## src/rtl/uart_tx_arbiter.sv

```systemverilog
// Two-requester arbiter feeding a single UART transmitter.
// Ports:
//   clk, rst_n (sync, active-low)
//   req0_valid/req0_data/req0_ready : requester 0 handshake
//   req1_valid/req1_data/req1_ready : requester 1 handshake
//   tx_data, tx_start, tx_done      : transmitter interface
//   busy, grant_id, timeout_err     : status
module uart_tx_arbiter #(
    parameter int TIMEOUT_CYCLES = 1023,
    parameter int IFG_CYCLES     = 2
) (
    input  logic       clk,
    input  logic       rst_n,
    input  logic       req0_valid,
    input  logic [7:0] req0_data,
    output logic       req0_ready,
    input  logic       req1_valid,
    input  logic [7:0] req1_data,
    output logic       req1_ready,
    output logic [7:0] tx_data,
    output logic       tx_start,
    input  logic       tx_done,
    output logic       busy,
    output logic       grant_id,
    output logic       timeout_err
);

    localparam int TW = $clog2(TIMEOUT_CYCLES + 1);
    localparam logic [TW-1:0] T_LAST = TW'(TIMEOUT_CYCLES - 1);
    localparam logic [7:0] G_LAST =
        (IFG_CYCLES > 0) ? 8'(IFG_CYCLES - 1) : 8'd0;

    typedef enum logic [1:0] {
        S_IDLE,
        S_START,
        S_WAIT,
        S_GAP
    } state_t;

    // With no inter-frame gap the frame end goes straight back to IDLE
    localparam state_t S_AFTER = (IFG_CYCLES == 0) ? S_IDLE : S_GAP;

    state_t          r_state;
    logic [7:0]      r_tx_data;
    logic            r_tx_start;
    logic            r_timeout_err;
    logic            r_grant_id;
    logic            r_last_grant;
    logic [TW-1:0]   r_tcnt;
    logic [7:0]      r_gcnt;

    logic            w_idle;
    logic            w_win0;
    logic            w_win1;

    // Requester 1 wins when alone, or on a tie when 0 was served last
    assign w_win1 = req1_valid & (~req0_valid | ~r_last_grant);
    assign w_win0 = req0_valid & ~w_win1;

    // Readies are gated by rst_n so they stay low while reset is held
    assign w_idle     = rst_n & (r_state == S_IDLE);
    assign req0_ready = w_idle & w_win0;
    assign req1_ready = w_idle & w_win1;

    assign busy        = rst_n & (r_state != S_IDLE);
    assign tx_data     = r_tx_data;
    assign tx_start    = r_tx_start;
    assign grant_id    = r_grant_id;
    assign timeout_err = r_timeout_err;

    always_ff @(posedge clk) begin
        if (!rst_n) begin
            r_state       <= S_IDLE;
            r_tx_data     <= 8'h00;
            r_tx_start    <= 1'b0;
            r_timeout_err <= 1'b0;
            r_grant_id    <= 1'b0;
            r_last_grant  <= 1'b1;
            r_tcnt        <= '0;
            r_gcnt        <= 8'd0;
        end else begin
            r_tx_start    <= 1'b0;
            r_timeout_err <= 1'b0;
            case (r_state)
                S_IDLE: begin
                    if (req0_ready | req1_ready) begin
                        r_tx_data    <= req1_ready ? req1_data : req0_data;
                        r_grant_id   <= req1_ready;
                        r_last_grant <= req1_ready;
                        r_tx_start   <= 1'b1;
                        r_state      <= S_START;
                    end
                end
                S_START: begin
                    r_tcnt  <= '0;
                    r_state <= S_WAIT;
                end
                S_WAIT: begin
                    // tx_done takes priority over a coincident timeout
                    if (tx_done) begin
                        r_gcnt  <= 8'd0;
                        r_state <= S_AFTER;
                    end else if (r_tcnt == T_LAST) begin
                        r_timeout_err <= 1'b1;
                        r_gcnt        <= 8'd0;
                        r_state       <= S_AFTER;
                    end else begin
                        r_tcnt <= r_tcnt + TW'(1);
                    end
                end
                S_GAP: begin
                    if (r_gcnt == G_LAST) begin
                        r_state <= S_IDLE;
                    end else begin
                        r_gcnt <= r_gcnt + 8'd1;
                    end
                end
                default: r_state <= S_IDLE;
            endcase
        end
    end

endmodule

```

## config.mk

```make
export PLATFORM = sky130hd
export DESIGN_NAME = uart_tx_arbiter
export DESIGN_NICKNAME = d
export VERILOG_FILES = /design/src/rtl/uart_tx_arbiter.sv
export SDC_FILE = /design/constraint.sdc
export NUM_CORES = 1
export LEC_CHECK = 0
export CORE_MARGIN = 2
export CORE_UTILIZATION = 42
export CTS_CLUSTER_SIZE = 30
export DETAILED_ROUTE_END_ITERATION = 16
export GPL_TIMING_DRIVEN = 0
export PLACE_DENSITY = 0.76
export SLEW_MARGIN = 15
export SYNTH_ARGS = -nofsm -noshare
export SYNTH_HDL_FRONTEND = slang
export SYNTH_SLANG_ARGS = --single-unit
```

## constraint.sdc

```tcl
create_clock -name clk -period 2.8 [get_ports clk]
set_clock_uncertainty 0.05 [all_clocks]
set_input_delay 0.42 -clock clk [delete_from_list [all_inputs] [get_ports clk]]
set_output_delay 0.42 -clock clk [all_outputs]
set_load 0.05 [all_outputs]
```

==> results of run 1 <==
[power groups by stage]
stage	Clock, mW	Combinational [mW]	Sequential [mW]
CTS	0.496	0.604	0.548
finish	0.488	0.601	0.547
floorplan	0	0.293	0.675
detailed placement	0	0.603	0.557
global route	0.523	0.651	0.554
global placement	0	0.599	0.555
[per-stage QoR]
step / area [um2] / TNS [ns] / util (%) / hold WS, ns / std cells
after detailed placement: 2070 / -0.648 / 55.2 / 0.399 / 273
after floorplan: 1670 / 0 / - / 0.411 / 191
after CTS: 2200 / 0 / 58.8 / 0.411 / 281
final: 2200 / 0 / 58.8 / 0.412 / 281
after global placement: 2070 / -0.595 / 55.2 / 0.396 / 273
after global routing: 2200 / -0.00109 / 58.8 / 0.433 / 281
[final timing paths]
kind	from	endpoint	slack, ns	depth (start not counted)
setup / recovery	rst_n	req1_ready	0.13	5
hold / removal	grant_id	grant_id	0.41	2
setup reg to reg	r_tcnt[0]	r_tcnt[3]	0.93	7
hold reg to reg	grant_id	grant_id	0.41	2
[state kept, by name, indices dropped and copies added (netlist names)]
register      flops
tx_start          1
grant_id          1
r_last_grant      1
tx_data           8
r_state           2
timeout_err       1
r_gcnt            8
r_tcnt           10
[area by class of cell]
class	instances	area, um2
sequential	32	641
multi-input combinational	139	946
tap	48	60.1
clock buffer	7	96.3
timing repair buffer	34	339
fill	346	1540
buffer	9	47.5
clock inverter	1	30.0
inverter	11	41.3
[cells in the final DEF (no fill, tap or decap), drive strengths merged, types with 4 or more instances in the layout]
master         Yosys  final
clkbuf             4     11
mux2i              4      4
o211ai             4      4
inv               10     10
nand3             12     12
clkdlybuf4s50      0     31
buf                5      5
nand2             14     14
o21ai              5      5
o41ai              5      5
o221ai             8      8
ha                 8      8
nor2              22     22
dfxtp             32     32
a21oi             10     10
[critical path, cell delays in order]
cell and delay [ns]:
clkdlybuf4s50_1 0.47, buf_2 0.21, nand4_1 0.40, inv_1 0.15, dlygate4sd2_1 0.54
[layer usage]
metal  track usage (%)  up-vias
met5                 0        -
met4              4.59        0
met3              6.08        4
met2              29.3       31
met1              26.4      761
li1                  -      800
[kinds of logic after synthesis]
logic type               synth area share (%)
AND/OR/NAND/NOR                          24.9
flip-flops                               38.4
AO/OA/AOI/OAI                            23.0
adder cells (fa/ha/maj)                  6.00
multiplexers                             2.40
buffers and inverters                    5.25
[repair_timing]
action / CTS / global route
endpoints found under the setup margin: 3 / 1
hold buffers: 0 / 0
endpoints found under the hold margin: 0 / 0
gates resized for setup: 6 / 2
==> flow_metrics.py, run 1 <==
metrics = {
    "logic_synthesis": {
        "synth_edf_count": 0,
        "yosysUniqueCellTypes": 47,
        "ys_seq_elements": 32,
        "synth_warnings": 0,
        "synthesis.area_um2": 1670,
        "synth_top_area_share_pct": 38.4,
        "syn_inst": 191,
        "yosys-top-cells-area": "dfxtp_1, ha_1, nor2_1",
        "synth_common_cells": "dfxtp_1, nor2_1, nand2_1, nand3_1, inv_1",
        "yosysTopAreaCell": "dfxtp_1",
        "synth_most_common_cell": "dfxtp_1",
        "synthFlopType": "dfxtp_1",
        "avgSynthCellArea_um2": 8.73,
        "async_flop_share_pct": 0,
        "synth_fp_nets": 220,
        "ys_seq_area_share_pct": 38.4,
    },
    "power_and_ir_drop": {
        "power_density_nw_per_um2": 743,
        "power_frac_clock_pct": 29.8,
        "p_seq_share_pct": 33.4,
        "power.switching_mw": 0.598,
        "comb_power_share_pct": 36.7,
        "power_mw": 1.64,
        "p_int_mw": 1.04,
        "vdd_drop_max_v": 0.000588,
        "p_sw_share_pct": 36.6,
        "leakagePower_nw": 0.821,
    },
    "place": {
        "dp_slack_ns": -0.335,
        "numPortBuffers": 34,
        "gp_congestion": 0.789,
        "hpwl_um": 2790,
    },
    "drt": {
        "drt-pass1-iter-count": 4,
        "drc": 0,
        "met1_length_um": 1840,
        "wl_per_cell_um": 13.9,
        "routed_wl_um": 3910,
        "dr_wl_met3_um": 151,
        "drt_iter0_markers": 113,
        "wl_met2_um": 1900,
        "vias_per_cell": 5.68,
        "top_layer": "met4",
        "ant_nets": 0,
        "vias": 1596,
    },
    "cts": {
        "htreeDepth": 2,
        "cts_root_buf": "clkbuf_8",
        "clk-insertion-delay-late_ns": 0.28,
        "post-cts-setup-buffer-count": 0,
        "path_clk_slew_ns": 0.07,
        "cts_tree": "yes",
        "cts_sinks": 32,
        "cts_buffers": 5,
        "cts_buffer_depth": 2,
    },
    "timing": {
        "layout_setup_ws_ns": 0.131,
        "post-route-min-period_ns": 2.67,
        "slew_headroom_pct": 66.0,
        "hold_violations": 0,
        "period_share_pct": 95.3,
        "fmax_ghz": 0.375,
        "slew_violations": 0,
        "worst_slew_pin_slew_ns": 0.508,
        "rsz0062_at_grt": "yes",
        "setup_viol": 0,
    },
    "floorplan": {
        "fp.dieW_um": 67.0,
        "num_rows": 22,
        "core_um2": 3740,
        "num_io_pins": 35,
        "die_y_um": 67.0,
        "start_util_pct": 44.6,
        "dieArea_um2": 4490,
    },
    "run_status": {
        "status": "finished, final reports clean",
    },
    "global_route": {
        "grt_start_max_net_pins": 11,
        "grt-ovfl-total": 0,
        "grt_pass1_wl_um": 6670,
        "first_global_vias": 1477,
        "track_usage_pct": 19.3,
        "antenna_found_initial": 0,
    },
    "setup_path": {
        "crit_type": "in -> out",
        "critPathCaptureType": "output port",
        "crit_fanout": 10,
        "arrival_ns": 2.20,
        "required_ns": 2.33,
        "worstSetupStartpointType": "primary input",
    },
    "min_path": {
        "hp-class": "reg -> reg",
    },
    "finish": {
        "areaGrowthSynthToFinish_pct": 32.0,
        "n_antenna_cell": 0,
        "drive_gt1_share_pct": 10.7,
        "finalNetCount": 261,
    },
    "flow_run": {
        "drv_cap": 0,
    },
}
No activity file was read; power rests on OpenSTA's default activity.
==> run 2, diff against run 1 <==
- clock period: 2.8 -> 3.31 ns (I/O delays scaled with it)
==> flow_metrics.py, run 2 (synthesis gave the netlist of run 1 again) <==
metrics = {
    "drt": {
        "drt_iter0_markers": 117,
        "ant_nets": 0,
        "vias_per_cell": 5.66,
        "wl_per_cell_um": 13.9,
        "drt-pass1-iter-count": 4,
        "drc": 0,
        "routed_wl_um": 3890,
        "vias": 1591,
    },
    "finish": {
        "largest_register_ffs": 10,
        "regMostFlops": "r_tcnt",
        "mostFrequentLayoutCells": "clkdlybuf4s50_1, dfxtp_1, nor2_1",
        "multi_input_area_um2": 940,
        "fillers": 346,
        "fin_cells": 281,
        "areaGrowthSynthToFinish_pct": 31.7,
        "n_antenna_cell": 0,
        "regArea_um2": 641,
        "finalNetCount": 261,
        "final_area_um2": 2200,
        "drive_gt1_share_pct": 9.44,
        "layout_commonest_cell": "clkdlybuf4s50_1",
    },
    "place": {
        "placedCellCount": 273,
        "dpl_cell_area_um2": 2070,
        "gp_congestion": 0.789,
        "dp_slack_ns": 0.0218,
        "hpwl_um": 2790,
        "numPortBuffers": 34,
    },
    "setup_path": {
        "reg2reg_slack_ns": 1.44,
        "crit_type": "in -> out",
        "crit_start": "req1_valid",
        "timing.rr.start": "r_tcnt[0]",
        "crit_path_end": "req0_ready",
        "arrival_ns": 2.56,
        "required_ns": 2.76,
        "reg2reg_to": "r_tcnt[3]",
        "worstSetupStartpointType": "primary input",
        "critPathCaptureType": "output port",
        "crit_fanout": 10,
        "rr_worst_depth": 7,
    },
    "flow_run": {
        "drv_cap": 0,
    },
    "global_route": {
        "first_global_vias": 1471,
        "grt_start_max_net_pins": 11,
        "grt-ovfl-total": 0,
        "antenna_found_initial": 0,
        "grt_pass1_wl_um": 6620,
        "track_usage_pct": 19.2,
    },
    "power_and_ir_drop": {
        "power_density_nw_per_um2": 630,
        "vdd_drop_max_v": 0.000498,
        "leakagePower_nw": 0.825,
    },
    "floorplan": {
        "die_y_um": 67.0,
        "core_um2": 3740,
        "dieArea_um2": 4490,
        "num_io_pins": 35,
        "num_rows": 22,
        "start_util_pct": 44.6,
        "fp.dieW_um": 67.0,
    },
    "cts": {
        "cts_sinks": 32,
        "path_clk_slew_ns": 0.07,
        "cts_buffer_depth": 2,
        "cts_buffers": 5,
        "cts_root_buf": "clkbuf_8",
        "cts_tree": "yes",
        "clk-insertion-delay-late_ns": 0.28,
        "htreeDepth": 2,
    },
    "timing": {
        "setup_viol": 0,
        "whs_ns": 0.412,
        "layout_setup_ws_ns": 0.203,
        "period_share_pct": 93.9,
        "hold_violations": 0,
        "slew_headroom_pct": 45.4,
        "worst_slew_pin_slew_ns": 0.819,
        "fmax_ghz": 0.322,
        "post-route-min-period_ns": 3.11,
        "setup_tns_ns": 0,
        "rsz0062_at_grt": "no",
        "slew_violations": 0,
    },
    "run_status": {
        "status": "finished, final reports clean",
    },
    "min_path": {
        "hp-class": "reg -> reg",
    },
}
[run 2: timing repair]
| action | 4_1_cts | 5_1_grt |
|---|---|---|
| endpoints found under the setup margin | 0 | 1 |
| setup buffers | 0 | 0 |
| hold buffers | 0 | 0 |
| gates resized for setup | 0 | 1 |
| endpoints found under the hold margin | 0 | 0 |
[run 2: power breakdown]
part | leakage [nW] | total (mW) | internal (mW) | switching, mW
logic | 0.500 | 0.508 | 0.183 | 0.325
registers | 0.261 | 0.462 | 0.432 | 0.0299
clock network | 0.0645 | 0.413 | 0.266 | 0.148
total | 0.825 | 1.38 | 0.881 | 0.503
[run 2: worst min path at each step]
stage / from / to / slack, ns / depth (start not counted)
final: grant_id / grant_id / 0.41 / 2
after global routing: grant_id / grant_id / 0.43 / 2
after global placement: grant_id / grant_id / 0.40 / 2
after detailed placement: grant_id / grant_id / 0.40 / 2
after floorplan: r_tcnt[6] / r_tcnt[6] / 0.41 / 1
after CTS: grant_id / grant_id / 0.41 / 2
[run 2: through the flow]
step	total power [mW]	util, %
after floorplan	0.819	-
after global routing	1.46	58.7
final	1.38	58.7
after global placement	0.976	55.2
after CTS	1.40	58.6
after detailed placement	0.982	55.2
[run 2: metal layers]
metal / share of wire, % / global-route usage [%]
met1: 48 / 26.2
met2: 48 / 29.2
met3: 3.3 / 6.08
met4: 0.85 / 4.59
met5: 0 / 0
[run 2: worst max-delay path, cell delays in order]
cell and delay [ns]:
clkdlybuf4s50_1 0.54, inv_1 0.05, o2111ai_1 0.66, inv_1 0.08, clkdlybuf4s50_1 0.72
[run 2: final cells by class]
type,count,share of cell area [%]
multi-input combinational,139,42.8
sequential,32,29.2
timing repair buffer,34,15.6
clock buffer,7,4.38
tap,48,2.73
buffer,9,2.11
inverter,11,1.88
clock inverter,1,1.37
==> run 3, diff against run 2 <==
- CTS_CLUSTER_DIAMETER: not set -> 30
==> results of run 3 <==
Same layout as run 2: the final DEF is identical, and so are final timing and power.
